`config.mk`:
```
export PLATFORM = sky130hd
export DESIGN_NAME = endian_swap_stream
export DESIGN_NICKNAME = d
export VERILOG_FILES = /design/src/rtl/endian_pkg.sv /design/src/rtl/lane_permute.sv /design/src/rtl/endian_swap_stream.sv
export SDC_FILE = /design/constraint.sdc
export NUM_CORES = 1
export LEC_CHECK = 0
export CAP_MARGIN = 30
export CORE_ASPECT_RATIO = 1.5
export CORE_MARGIN = 2
export CORE_UTILIZATION = 50
export DETAILED_ROUTE_END_ITERATION = 8
export HOLD_SLACK_MARGIN = 0.08
export PLACE_DENSITY = 0.81
export SLEW_MARGIN = 20
export SYNTH_ARGS = -nofsm -noshare
export SYNTH_HDL_FRONTEND = slang
export SYNTH_SLANG_ARGS = --single-unit
```
`constraint.sdc`:
```
create_clock -name clk -period 2.95 [get_ports clk]
set_input_delay 0.295 -clock clk [delete_from_list [all_inputs] [get_ports clk]]
set_output_delay 0.295 -clock clk [all_outputs]
set_load 0.005 [all_outputs]
```
`src/rtl/endian_pkg.sv`:
```
// -----------------------------------------------------------------------------
// endian_pkg
//
// Shared types and helpers for the streaming byte-order converter.
//
//   swap_mode_e : the four lane permutations selectable per packet.
//   pkt_state_e : packet tracking state (between packets / inside a packet).
//   src_lane()  : for a given mode, output lane k and lane count n, returns
//                 the input lane that feeds output lane k. It is evaluated
//                 at elaboration time only, so every mux in lane_permute
//                 has constant select inputs per mode.
// -----------------------------------------------------------------------------
package endian_pkg;

  typedef enum logic [1:0] {
    SWAP_PASS   = 2'd0,  // out lane k <- in lane k
    SWAP_FULL   = 2'd1,  // full byte reversal
    SWAP_HALF16 = 2'd2,  // swap bytes inside each 16-bit lane pair
    SWAP_WORD16 = 2'd3   // keep lane pairs intact, reverse pair order
  } swap_mode_e;

  typedef enum logic {
    IDLE   = 1'b0,
    IN_PKT = 1'b1
  } pkt_state_e;

  // Source-lane mapping. n must be even; odd n would make the pair-based
  // modes reach outside the beat.
  function automatic int src_lane(swap_mode_e mode, int k, int n);
    int src;
    src = k;
    case (mode)
      SWAP_PASS:   src = k;
      SWAP_FULL:   src = n - 1 - k;
      SWAP_HALF16: src = k ^ 1;
      SWAP_WORD16: src = (n - 2 - (k & ~1)) + (k & 1);
      default:     src = k;
    endcase
    return src;
  endfunction

endpackage : endian_pkg

```
`src/rtl/lane_permute.sv`:
```
// -----------------------------------------------------------------------------
// lane_permute
//
// Purely combinational lane permutation. Each output lane selects one of up
// to four input lanes according to mode_i; the keep bit of a lane travels
// with its data byte so the permuted mask still describes the permuted data.
//
// Parameters
//   BYTE_SIZE   : bits per lane
//   INPUT_BYTES : lanes per beat (even, >= 2)
//
// Ports
//   data_i : input beat, lane 0 in bits [BYTE_SIZE-1:0]
//   keep_i : input lane-valid mask
//   mode_i : permutation to apply
//   data_o : permuted beat
//   keep_o : permuted lane-valid mask
// -----------------------------------------------------------------------------
module lane_permute
  import endian_pkg::*;
#(
  parameter int BYTE_SIZE   = 8,
  parameter int INPUT_BYTES = 4
) (
  input  logic [INPUT_BYTES*BYTE_SIZE-1:0] data_i,
  input  logic [INPUT_BYTES-1:0]           keep_i,
  input  swap_mode_e                       mode_i,
  output logic [INPUT_BYTES*BYTE_SIZE-1:0] data_o,
  output logic [INPUT_BYTES-1:0]           keep_o
);

  genvar gi;
  generate
    for (gi = 0; gi < INPUT_BYTES; gi++) begin : g_lane
      // Source lane for this output lane under each mode, resolved at
      // elaboration so the per-lane logic is a plain 4:1 mux.
      localparam int SRC_PASS   = src_lane(SWAP_PASS,   gi, INPUT_BYTES);
      localparam int SRC_FULL   = src_lane(SWAP_FULL,   gi, INPUT_BYTES);
      localparam int SRC_HALF16 = src_lane(SWAP_HALF16, gi, INPUT_BYTES);
      localparam int SRC_WORD16 = src_lane(SWAP_WORD16, gi, INPUT_BYTES);

      logic [BYTE_SIZE-1:0] lane_data;
      logic                 lane_keep;

      always_comb begin
        lane_data = data_i[SRC_PASS*BYTE_SIZE +: BYTE_SIZE];
        lane_keep = keep_i[SRC_PASS];
        case (mode_i)
          SWAP_PASS: begin
            lane_data = data_i[SRC_PASS*BYTE_SIZE +: BYTE_SIZE];
            lane_keep = keep_i[SRC_PASS];
          end
          SWAP_FULL: begin
            lane_data = data_i[SRC_FULL*BYTE_SIZE +: BYTE_SIZE];
            lane_keep = keep_i[SRC_FULL];
          end
          SWAP_HALF16: begin
            lane_data = data_i[SRC_HALF16*BYTE_SIZE +: BYTE_SIZE];
            lane_keep = keep_i[SRC_HALF16];
          end
          SWAP_WORD16: begin
            lane_data = data_i[SRC_WORD16*BYTE_SIZE +: BYTE_SIZE];
            lane_keep = keep_i[SRC_WORD16];
          end
          default: begin
            lane_data = data_i[SRC_PASS*BYTE_SIZE +: BYTE_SIZE];
            lane_keep = keep_i[SRC_PASS];
          end
        endcase
      end

      assign data_o[gi*BYTE_SIZE +: BYTE_SIZE] = lane_data;
      assign keep_o[gi]                        = lane_keep;
    end
  endgenerate

endmodule : lane_permute

```
`src/rtl/endian_swap_stream.sv`:
```
// -----------------------------------------------------------------------------
// endian_swap_stream
//
// Streaming byte-order converter with valid/ready handshakes on both sides.
// The swap mode is sampled on the first beat of each packet and held for the
// rest of it; beats are permuted before being registered, so both the output
// register and the skid register always hold already-swapped beats.
//
// Parameters
//   BYTE_SIZE   : bits per lane
//   INPUT_BYTES : lanes per beat (even, >= 2)
//   CNT_W       : width of the packet / beat counters
//
// Ports
//   clk, rst         : clock, synchronous active-high reset
//   mode_i           : swap mode, sampled on the first beat of a packet
//   s_data_i/s_keep_i/s_last_i/s_valid_i/s_ready_o : input stream
//   m_data_o/m_keep_o/m_last_o/m_valid_o/m_ready_i : output stream
//   pkt_cnt_o        : completed output packets (wraps)
//   beat_cnt_o       : beats of the current output packet transferred so far
//   mode_ignored_o   : sticky, mode_i changed mid-packet on an accepted beat
// -----------------------------------------------------------------------------
module endian_swap_stream
  import endian_pkg::*;
#(
  parameter int BYTE_SIZE   = 8,
  parameter int INPUT_BYTES = 4,
  parameter int CNT_W       = 16
) (
  input  logic                             clk,
  input  logic                             rst,
  input  logic [1:0]                       mode_i,
  input  logic [INPUT_BYTES*BYTE_SIZE-1:0] s_data_i,
  input  logic [INPUT_BYTES-1:0]           s_keep_i,
  input  logic                             s_last_i,
  input  logic                             s_valid_i,
  output logic                             s_ready_o,
  output logic [INPUT_BYTES*BYTE_SIZE-1:0] m_data_o,
  output logic [INPUT_BYTES-1:0]           m_keep_o,
  output logic                             m_last_o,
  output logic                             m_valid_o,
  input  logic                             m_ready_i,
  output logic [CNT_W-1:0]                 pkt_cnt_o,
  output logic [CNT_W-1:0]                 beat_cnt_o,
  output logic                             mode_ignored_o
);

  localparam int DATA_W = INPUT_BYTES * BYTE_SIZE;

  // ---------------------------------------------------------------------------
  // Pipeline storage: one output register and one skid register.
  // ---------------------------------------------------------------------------
  logic              out_valid_reg;
  logic [DATA_W-1:0] out_data_reg;
  logic [INPUT_BYTES-1:0] out_keep_reg;
  logic              out_last_reg;

  logic              skid_valid_reg;
  logic [DATA_W-1:0] skid_data_reg;
  logic [INPUT_BYTES-1:0] skid_keep_reg;
  logic              skid_last_reg;

  // ---------------------------------------------------------------------------
  // Packet tracking state
  // ---------------------------------------------------------------------------
  pkt_state_e state_reg, state_next;
  swap_mode_e mode_reg, mode_next;
  logic       mode_ignored_reg, mode_ignored_next;

  logic [CNT_W-1:0] pkt_cnt_reg;
  logic [CNT_W-1:0] beat_cnt_reg;

  swap_mode_e             mode_in;
  swap_mode_e             eff_mode;
  logic                   accept;
  logic                   out_xfer;
  logic                   out_free;
  logic [DATA_W-1:0]      sw_data;
  logic [INPUT_BYTES-1:0] sw_keep;

  assign mode_in = swap_mode_e'(mode_i);

  // Ready depends only on a register, so there is no combinational path from
  // m_ready_i to s_ready_o. The skid register absorbs the one beat that can
  // arrive in the cycle the output stalls.
  assign s_ready_o = ~skid_valid_reg;
  assign accept    = s_valid_i & ~skid_valid_reg;
  assign out_xfer  = out_valid_reg & m_ready_i;
  // The output register can take a new beat when empty or draining this cycle.
  assign out_free  = ~out_valid_reg | m_ready_i;

  // ---------------------------------------------------------------------------
  // Packet FSM: state register
  // ---------------------------------------------------------------------------
  always_ff @(posedge clk) begin
    if (rst) begin
      state_reg        <= IDLE;
      mode_reg         <= SWAP_PASS;
      mode_ignored_reg <= 1'b0;
    end else begin
      state_reg        <= state_next;
      mode_reg         <= mode_next;
      mode_ignored_reg <= mode_ignored_next;
    end
  end

  // ---------------------------------------------------------------------------
  // Packet FSM: next state and effective mode. The first beat of a packet is
  // swapped with the mode presented alongside it, not the previously latched
  // one, so eff_mode bypasses the latch while IDLE.
  // ---------------------------------------------------------------------------
  always_comb begin
    state_next        = state_reg;
    mode_next         = mode_reg;
    mode_ignored_next = mode_ignored_reg;
    eff_mode          = mode_reg;
    case (state_reg)
      IDLE: begin
        eff_mode = mode_in;
        if (accept) begin
          mode_next = mode_in;
          if (!s_last_i) begin
            state_next = IN_PKT;
          end
        end
      end
      IN_PKT: begin
        eff_mode = mode_reg;
        if (accept) begin
          if (mode_in != mode_reg) begin
            mode_ignored_next = 1'b1;
          end
          if (s_last_i) begin
            state_next = IDLE;
          end
        end
      end
      default: begin
        state_next = IDLE;
      end
    endcase
  end

  // ---------------------------------------------------------------------------
  // Lane permutation ahead of the registers
  // ---------------------------------------------------------------------------
  lane_permute #(
    .BYTE_SIZE   (BYTE_SIZE),
    .INPUT_BYTES (INPUT_BYTES)
  ) u_permute (
    .data_i (s_data_i),
    .keep_i (s_keep_i),
    .mode_i (eff_mode),
    .data_o (sw_data),
    .keep_o (sw_keep)
  );

  // ---------------------------------------------------------------------------
  // Output / skid pipeline.
  // While the skid register is full, no beat is accepted, so when the output
  // frees up the skid beat always has priority and accept is necessarily 0.
  // ---------------------------------------------------------------------------
  always_ff @(posedge clk) begin
    if (rst) begin
      out_valid_reg  <= 1'b0;
      out_data_reg   <= '0;
      out_keep_reg   <= '0;
      out_last_reg   <= 1'b0;
      skid_valid_reg <= 1'b0;
      skid_data_reg  <= '0;
      skid_keep_reg  <= '0;
      skid_last_reg  <= 1'b0;
    end else begin
      if (out_free) begin
        if (skid_valid_reg) begin
          out_valid_reg  <= 1'b1;
          out_data_reg   <= skid_data_reg;
          out_keep_reg   <= skid_keep_reg;
          out_last_reg   <= skid_last_reg;
          skid_valid_reg <= 1'b0;
        end else if (accept) begin
          out_valid_reg <= 1'b1;
          out_data_reg  <= sw_data;
          out_keep_reg  <= sw_keep;
          out_last_reg  <= s_last_i;
        end else begin
          // Data fields are left as they are; only valid drops.
          out_valid_reg <= 1'b0;
        end
      end else if (accept) begin
        // Output is stalled and holding a beat: park the new one.
        skid_valid_reg <= 1'b1;
        skid_data_reg  <= sw_data;
        skid_keep_reg  <= sw_keep;
        skid_last_reg  <= s_last_i;
      end
    end
  end

  // ---------------------------------------------------------------------------
  // Status counters, advanced on output transfers
  // ---------------------------------------------------------------------------
  always_ff @(posedge clk) begin
    if (rst) begin
      pkt_cnt_reg  <= '0;
      beat_cnt_reg <= '0;
    end else if (out_xfer) begin
      if (out_last_reg) begin
        beat_cnt_reg <= '0;
        pkt_cnt_reg  <= pkt_cnt_reg + CNT_W'(1);
      end else begin
        beat_cnt_reg <= beat_cnt_reg + CNT_W'(1);
      end
    end
  end

  assign m_valid_o      = out_valid_reg;
  assign m_data_o       = out_data_reg;
  assign m_keep_o       = out_keep_reg;
  assign m_last_o       = out_last_reg;
  assign pkt_cnt_o      = pkt_cnt_reg;
  assign beat_cnt_o     = beat_cnt_reg;
  assign mode_ignored_o = mode_ignored_reg;

endmodule : endian_swap_stream

```
==> PnR_summary.wiki, run 1 <==
{| class="wikitable"
! Metric !! Value
|-
| Vias || 4,673
|-
| Post-Synthesis Cells || 505
|-
| Critical path endpoint category || register
|-
| Detailed Routing Iterations Pass 1 || 5
|-
| Detail Route Antenna Nets || 0
|-
| Pre-CTS WS || 0.7186 ns
|-
| Slew headroom || 0.6848
|-
| Max-slew violation count || 0
|-
| Antenna Cells || 0
|-
| Worst setup path startpoint || m_ready_i
|-
| Area delta synth->final || 30.20%
|-
| Capture point of the critical path || m_data_o[27]$_SDFFE_PP0P_
|-
| Antenna violations before repair || 0
|-
| CTS tree || built
|-
| Worst r2r dst || skid_data_reg[20]$_SDFFE_PP0P_
|-
| Distinct cells, synth || 37
|-
| Port Buf Inserts || 114
|-
| Post-Syn Area || 4926 um2
|-
| HPWL Detailed || 8738 um
|-
| Setup Skew || 0.008958 ns
|-
| Post-route minimum period || 1.915 ns
|-
| Unrepaired setup endpoints after global routing || no
|-
| Overall Power || 3.311 mW
|-
| Number of violations of the max-capacitance limit || 0
|-
| Setup fix buffers added after clock tree synthesis || 0
|-
| Data arrival time of the critical path || 2.15 ns
|-
| Worst setup SP type || input port
|-
| Vias per cell || 6.508
|-
| Path type of the worst min-delay path || reg2reg
|-
| Portion of netlist area occupied by mux cells || 0.08128
|-
| Final worst slack || 1.035 ns
|-
| Total of warnings raised by yosys || 0
|-
| PostCTS Resize Cnt || 0
|-
| Number of levels in the clock H-tree || 3
|-
| Synth Area in Simple Gates || 0.1435
|-
| Area of the die || 10,680 um2
|-
| Worst slew pin tran || 0.4596 ns
|-
| Worst hold margin || 0.4667 ns
|-
| Clock buffer count from CTS || 9
|-
| Worst setup path category || in2reg
|-
| Area taken by flip-flops and latches || 2242 um2
|-
| Multi-input gate area in the final layout || 2464 um2
|-
| Data required time of the worst path || 3.19 ns
|-
| Final setup violating endpoints || 0
|-
| Seq/Total Area, Yosys || 0.4552
|-
| Power density over cell area || 516.2 nW/um2
|-
| Compound-cell area share of the yosys netlist || 0.2250
|-
| Share of the clock period used by the worst path after layout || 0.6493
|-
| Top cells by area, synth || sky130_fd_sc_hd__dfxtp_1 (46%), sky130_fd_sc_hd__o221ai_1 (13%), sky130_fd_sc_hd__mux2i_1 (8.1%)
|-
| Slack of the worst reg-to-reg path || 1.06 ns
|-
| Placement row count || 44
|-
| Combinational family with the most area after synthesis || compound AO/OA/AOI/OAI gates
|-
| Share of Yosys cell area claimed by the top area cell type || 0.4552
|-
| Global-route wire length before repair || 21,570 um
|-
| Final net count || 643
|-
| Average size of a mapped cell || 9.754 um2
|-
| Timing-limited maximum frequency || 522.1 MHz
|-
| Total negative slack for setup checks || 0 ns
|-
| Synthesized-area fraction occupied by adder cells || 0.005080
|-
| Routability congestion estimate from global placement || 0.8626
|-
| Clock root buffer || sky130_fd_sc_hd__clkbuf_16
|-
| Iteration-0 DRC Markers || 255
|-
| Parity-gate share of the synthesized area counting xor and xnor cells || 0.04089
|-
| Count of clock tree sinks || 112
|-
| Run status || finished clean
|-
| Synthesized Nets || 550
|-
| Synthesized flop and latch total || 112
|-
| Leakage component of the power || 2.261 nW
|-
| Number of placed I/O pins || 115
|-
| Via count of the first global-routing pass || 4,586
|-
| Wire length reported by the detailed router || 13,010 um
|-
| Clock latency on the worst-skew pair || 0.35 ns
|-
| Buffers from clock root to sink, at most || 2
|-
| Core Area || 9634 um2
|-
| Remaining design rule violation count || 0
|-
| Register clock-pin slew on the reported worst setup and hold paths || 0.07 ns
|-
| Starting density of the core || 0.5113
|-
| Filler instances || 771
|-
| Hold-fix buffers at CTS || 0
|-
| Final hold vios || 0
|-
| Cell taking the most area after synthesis || sky130_fd_sc_hd__dfxtp_1
|-
| Peak supply drop || 0.4105 mV
|-
| Total global routing track utilization || 0.2449
|-
| GR Overflow Total || 0
|-
| Die width || 85.04 um
|-
| Critical path peak fanout || 38
|-
| Largest net degree at the start of global routing || 39
|-
| Worst r2r path cells || 4
|-
| Height of the chip || 125.6 um
|-
| Post-DR wirelength/cell || 18.12 um
|-
| Fraction of layout cells with a size suffix above 1 || 0.05638
|}
[cell usage after synthesis (all sizes together)]
cell type,instances
a211oi,1
a21oi,16
a221oi,36
a31oi,1
and3,4
and4,5
buf,24
clkbuf,18
clkinv,1
dfxtp,112
ha,2
inv,5
mux2i,40
nand2,51
nand2b,3
nand3,13
nand4,11
nor2,29
nor2b,2
nor3,8
nor4,5
o21ai,10
o221ai,72
o31ai,2
or2,1
or3,8
or4,2
xnor2,14
xor2,9
[cell usage in the layout (no fill, tap or decap), types with 10 or more instances in the layout]
cell                              Yosys  routed
sky130_fd_sc_hd__nor2_1              29      28
sky130_fd_sc_hd__nand2_1             51      51
sky130_fd_sc_hd__nand4_1             10      10
sky130_fd_sc_hd__o221ai_1            72      72
sky130_fd_sc_hd__dfxtp_1            112     112
sky130_fd_sc_hd__xnor2_1             14      14
sky130_fd_sc_hd__a221oi_1            36      36
sky130_fd_sc_hd__a21oi_1             15      15
sky130_fd_sc_hd__o21ai_0             10      10
sky130_fd_sc_hd__nand3_1             12      12
sky130_fd_sc_hd__clkdlybuf4s50_1      0     114
sky130_fd_sc_hd__mux2i_1             40      39
[worst max-delay path, cell delays in order]
cell and delay [ns]:
sky130_fd_sc_hd__clkdlybuf4s50_1 0.68, sky130_fd_sc_hd__nor2b_1 0.21, sky130_fd_sc_hd__nor2_2 0.14, sky130_fd_sc_hd__buf_4 0.39
sky130_fd_sc_hd__o221ai_1 0.18, sky130_fd_sc_hd__a221oi_1 0.25
[cells by family (layout without fill, tap and decap cells)]
family                     after synthesis  count (layout)
and+or+nand+nor                        142             142
DFF                                    112             112
adders and majority gates                2               2
AOI/OAI and AO/OA                      138             138
muxes                                   40              40
buffers and inverters                   48             146
xor gates and xnor gates                23              23
[worst min path at each step]
stage                                                end                      startpoint  depth (start not counted)
after floorplan                 mode_reg[0]$_SDFFE_PP0P_                       mode_i[0]                          2
after global placement    skid_data_reg[25]$_SDFFE_PP0P_  skid_data_reg[25]$_SDFFE_PP0P_                          2
after CTS                 skid_data_reg[22]$_SDFFE_PP0P_  skid_data_reg[22]$_SDFFE_PP0P_                          2
after global routing      skid_data_reg[22]$_SDFFE_PP0P_  skid_data_reg[22]$_SDFFE_PP0P_                          2
after detailed placement  skid_data_reg[22]$_SDFFE_PP0P_  skid_data_reg[22]$_SDFFE_PP0P_                          2
final                     skid_data_reg[26]$_SDFFE_PP0P_  skid_data_reg[26]$_SDFFE_PP0P_                          2
[metrics by stage]
stage,cells,util,area (um2)
final,718,0.6657,6414
after global routing,718,0.6657,6414
after CTS,718,0.6657,6414
after detailed placement,702,0.6353,6121
after floorplan,505,-,4926
after global placement,701,0.6325,6093
[layout make-up]
type,instances,share of cell area
clock buffers,11,0.03941
clock inverters,5,0.006243
inverters,6,0.003512
multi-input cells,345,0.3841
flip-flops and latches,112,0.3496
well taps,115,0.02243
repair buffers,124,0.1947
[where the power goes]
| group | internal [mW] | total (mW) | switching [mW] | leakage [nW] |
|---|---|---|---|---|
| combinational | 0.249 | 0.487 | 0.238 | 1.21 |
| sequential | 1.59 | 1.64 | 0.0540 | 0.914 |
| clock | 0.626 | 1.18 | 0.558 | 0.140 |
| total | 2.46 | 3.31 | 0.850 | 2.26 |
[layer usage]
| metal | up-vias | routed length [um] | GRT usage |
|---|---|---|---|
| li1 | 2165 | - | - |
| met1 | 2253 | 5265 | 0.2987 |
| met2 | 222 | 6398 | 0.4026 |
| met3 | 33 | 913 | 0.04290 |
| met4 | 0 | 434 | 0.1382 |
| met5 | - | 0 | 0 |
Power figures use the tool's default switching activity.
==> run 2, diff against run 1 <==
--- a/config.mk
+++ b/config.mk
@@ -8,10 +8,10 @@
 export CAP_MARGIN = 30
 export CORE_ASPECT_RATIO = 1.5
 export CORE_MARGIN = 2
-export CORE_UTILIZATION = 50
+export CORE_UTILIZATION = 45
 export DETAILED_ROUTE_END_ITERATION = 8
 export HOLD_SLACK_MARGIN = 0.08
-export PLACE_DENSITY = 0.81
+export PLACE_DENSITY = 0.77
 export SLEW_MARGIN = 20
 export SYNTH_ARGS = -nofsm -noshare
 export SYNTH_HDL_FRONTEND = slang
==> constraint.sdc (replaced) <==
create_clock -name clk -period 1.65 [get_ports clk]
set_input_delay 0.165 -clock clk [delete_from_list [all_inputs] [get_ports clk]]
set_output_delay 0.165 -clock clk [all_outputs]
set_load 0.005 [all_outputs]
==> PnR_summary.wiki, run 2 (same netlist as run 1, synthesis figures left out) <==
{| class="wikitable"
! Metric !! Value
|-
| Post-DR wirelength/cell || 18.02 um
|-
| Die width || 89.43 um
|-
| Hold Path Sink || beat_cnt_o[1]$_SDFFE_PP0P_
|-
| Area taken by flip-flops and latches || 2248 um2
|-
| Area of the die || 11,820 um2
|-
| Number of violations of the max-capacitance limit || 0
|-
| Critical path peak fanout || 7
|-
| Routability congestion estimate from global placement || 0.8348
|-
| Via count of the first global-routing pass || 4,925
|-
| Top library cells by usage in the layout, fill and taps aside || sky130_fd_sc_hd__clkdlybuf4s50_1 (113), sky130_fd_sc_hd__dfxtp_1 (109), sky130_fd_sc_hd__o221ai_1 (68)
|-
| Slew headroom || 0.7629
|-
| Iteration-0 DRC Markers || 241
|-
| Setup Skew || 0.009510 ns
|-
| Data required time of the worst path || 1.90 ns
|-
| Worst hold path stage count || 4
|-
| Slack of the worst reg-to-reg path || 0.01 ns
|-
| Worst r2r dst || m_data_o[28]$_SDFFE_PP0P_
|-
| Power density over cell area || 837.0 nW/um2
|-
| Clock latency on the worst-skew pair || 0.35 ns
|-
| Largest stage delay on the critical path || 0.38 ns
|-
| Total negative slack for setup checks || 0 ns
|-
| Final setup violating endpoints || 0
|-
| Worst hold path startpoint || m_ready_i
|-
| CP bufs+invs || 3
|-
| Register clock-pin slew on the reported worst setup and hold paths || 0.08 ns
|-
| Cell type of the slowest stage on the worst timing path || sky130_fd_sc_hd__dfxtp_4
|-
| Height of the chip || 132.1 um
|-
| Filler instances || 801
|-
| HPWL Detailed || 9655 um
|-
| Hold-fix buffers at CTS || 0
|-
| Post-route minimum period || 1.640 ns
|-
| Share of the clock period used by the worst path after layout || 0.9939
|-
| Fraction of layout cells with a size suffix above 1 || 0.1937
|-
| Run status || finished clean
|-
| Count of clock tree sinks || 112
|-
| Placement row count || 46
|-
| Max-slew violation count || 0
|-
| Clock root buffer || sky130_fd_sc_hd__clkbuf_16
|-
| Clock buffer count from CTS || 9
|-
| Vias || 4,917
|-
| GR met2 Demand/Resource || 0.4086
|-
| Buffers from clock root to sink, at most || 2
|-
| Path type of the worst min-delay path || in2reg
|-
| Timing-limited maximum frequency || 609.8 MHz
|-
| Series of cell instances along the critical path || mux2i_4 > buf_6 > clkbuf_16 > mux2i_1 > buf_4 > a221oi_1
|-
| Final net count || 707
|-
| Detail Route Antenna Nets || 0
|-
| Worst setup path category || reg2reg
|-
| Port Buf Inserts || 114
|-
| Area delta synth->final || 46.18%
|-
| GR Overflow Total || 0
|-
| Largest net degree at the start of global routing || 37
|-
| Leakage component of the power || 2.631 nW
|-
| Antenna Cells || 0
|-
| Unrepaired setup endpoints after global routing || yes
|-
| Top cell family by delay on the critical path || buffers and inverters
|-
| Worst slew pin tran || 0.3458 ns
|-
| Core Area || 10,650 um2
|-
| Final hold vios || 0
|-
| Number of levels in the clock H-tree || 3
|-
| CTS tree || built
|-
| GRT met1 Usage || 0.2925
|-
| Antenna violations before repair || 0
|-
| Worst r2r path cells || 6
|-
| Wire length reported by the detailed router || 14,600 um
|-
| Global-route wire length before repair || 23,080 um
|-
| Number of placed I/O pins || 115
|-
| GRT busiest layer || met2
|-
| Global Route met3 Usage || 0.03632
|-
| Utilization after layout || 0.6763
|-
| Critical path endpoint category || register
|-
| Detailed Routing Iterations Pass 1 || 4
|-
| Data arrival time of the critical path || 1.89 ns
|-
| Multi-input gate area in the final layout || 2634 um2
|-
| Peak supply drop || 0.7549 mV
|-
| Remaining design rule violation count || 0
|-
| Most frequent standard cell in the layout excluding fill and tap cells || sky130_fd_sc_hd__clkdlybuf4s50_1
|-
| Total global routing track utilization || 0.2425
|-
| Worst setup SP type || register
|-
| Vias per cell || 6.070
|-
| Starting density of the core || 0.4626
|}
-- run 2: cell types whose count changed in the layout (fill, tap and decap cells not counted), sizes merged --
cell / change
buf: +63
dlymetal6s2s: +1
clkdlybuf4s50: -1
-- run 2: how the worst max path moves through the flow --
stage / start / endpoint / slack (ns) / depth (start not counted)
5_1_grt: register / skid_data_reg[20]$_SDFFE_PP0P_ / -0.06 / 6
4_1_cts: register / skid_data_reg[8]$_SDFFE_PP0P_ / 0.01 / 5
3_3_place_gp: m_ready_i / beat_cnt_o[15]$_SDFFE_PP0P_ / -0.26 / 5
6_report: register / m_data_o[28]$_SDFFE_PP0P_ / 0.01 / 6
3_5_place_dp: m_ready_i / m_keep_o[3]$_SDFFE_PP0P_ / -0.30 / 6
2_1_floorplan: register / skid_data_reg[15]$_SDFFE_PP0P_ / 0.05 / 6
-- run 2: tightest hold or removal path, cell delays in order --
cell                             delay [ns]
sky130_fd_sc_hd__dlymetal6s2s_1        0.20
sky130_fd_sc_hd__buf_4                 0.18
sky130_fd_sc_hd__nand3_1               0.07
sky130_fd_sc_hd__a21oi_1               0.05
-- run 2: area by class of cell --
cell class | count | area share
clock inverters | 5 | 0.004692
multi-input cells | 345 | 0.3658
clock buffers | 10 | 0.03180
flip-flops and latches | 112 | 0.3123
well taps | 144 | 0.02502
repair buffers | 188 | 0.2573
inverters | 6 | 0.003128
-- run 2: timing repair --
action | 4_1_cts | 5_1_grt
resized for setup | 15 | 25
setup endpoints to repair | 58 | 51
pin swaps | 0 | 1
setup buffers | 1 | 2
cloned | 1 | 1
-- run 2: report_power, final --
part	internal [mW]	total (mW)	switching, mW
registers	2.84	2.93	0.0952
logic	0.599	1.10	0.502
clock network	1.02	2.00	0.978
total	4.45	6.03	1.58
-- run 2: per-stage QoR --
stage | total power [mW] | std cells | worst slack (ns) | area, um2 | hold WS (ns)
after global routing | 6.245 | 810 | -0.05754 | 7201 | 0.3781
final | 6.027 | 810 | 0.01009 | 7201 | 0.3669
after floorplan | 3.415 | 505 | 0.04941 | 4926 | 0.3010
after CTS | 5.982 | 807 | 0.01095 | 7024 | 0.4466
after global placement | 3.950 | 790 | -0.2550 | 6680 | 0.4430
after detailed placement | 3.977 | 790 | -0.2978 | 6680 | 0.4534
-- run 2: layer usage --
layer,share of wire,wire length (um)
met5,0,0
met4,0.029,430
met3,0.057,839
met2,0.51,7478
met1,0.40,5850
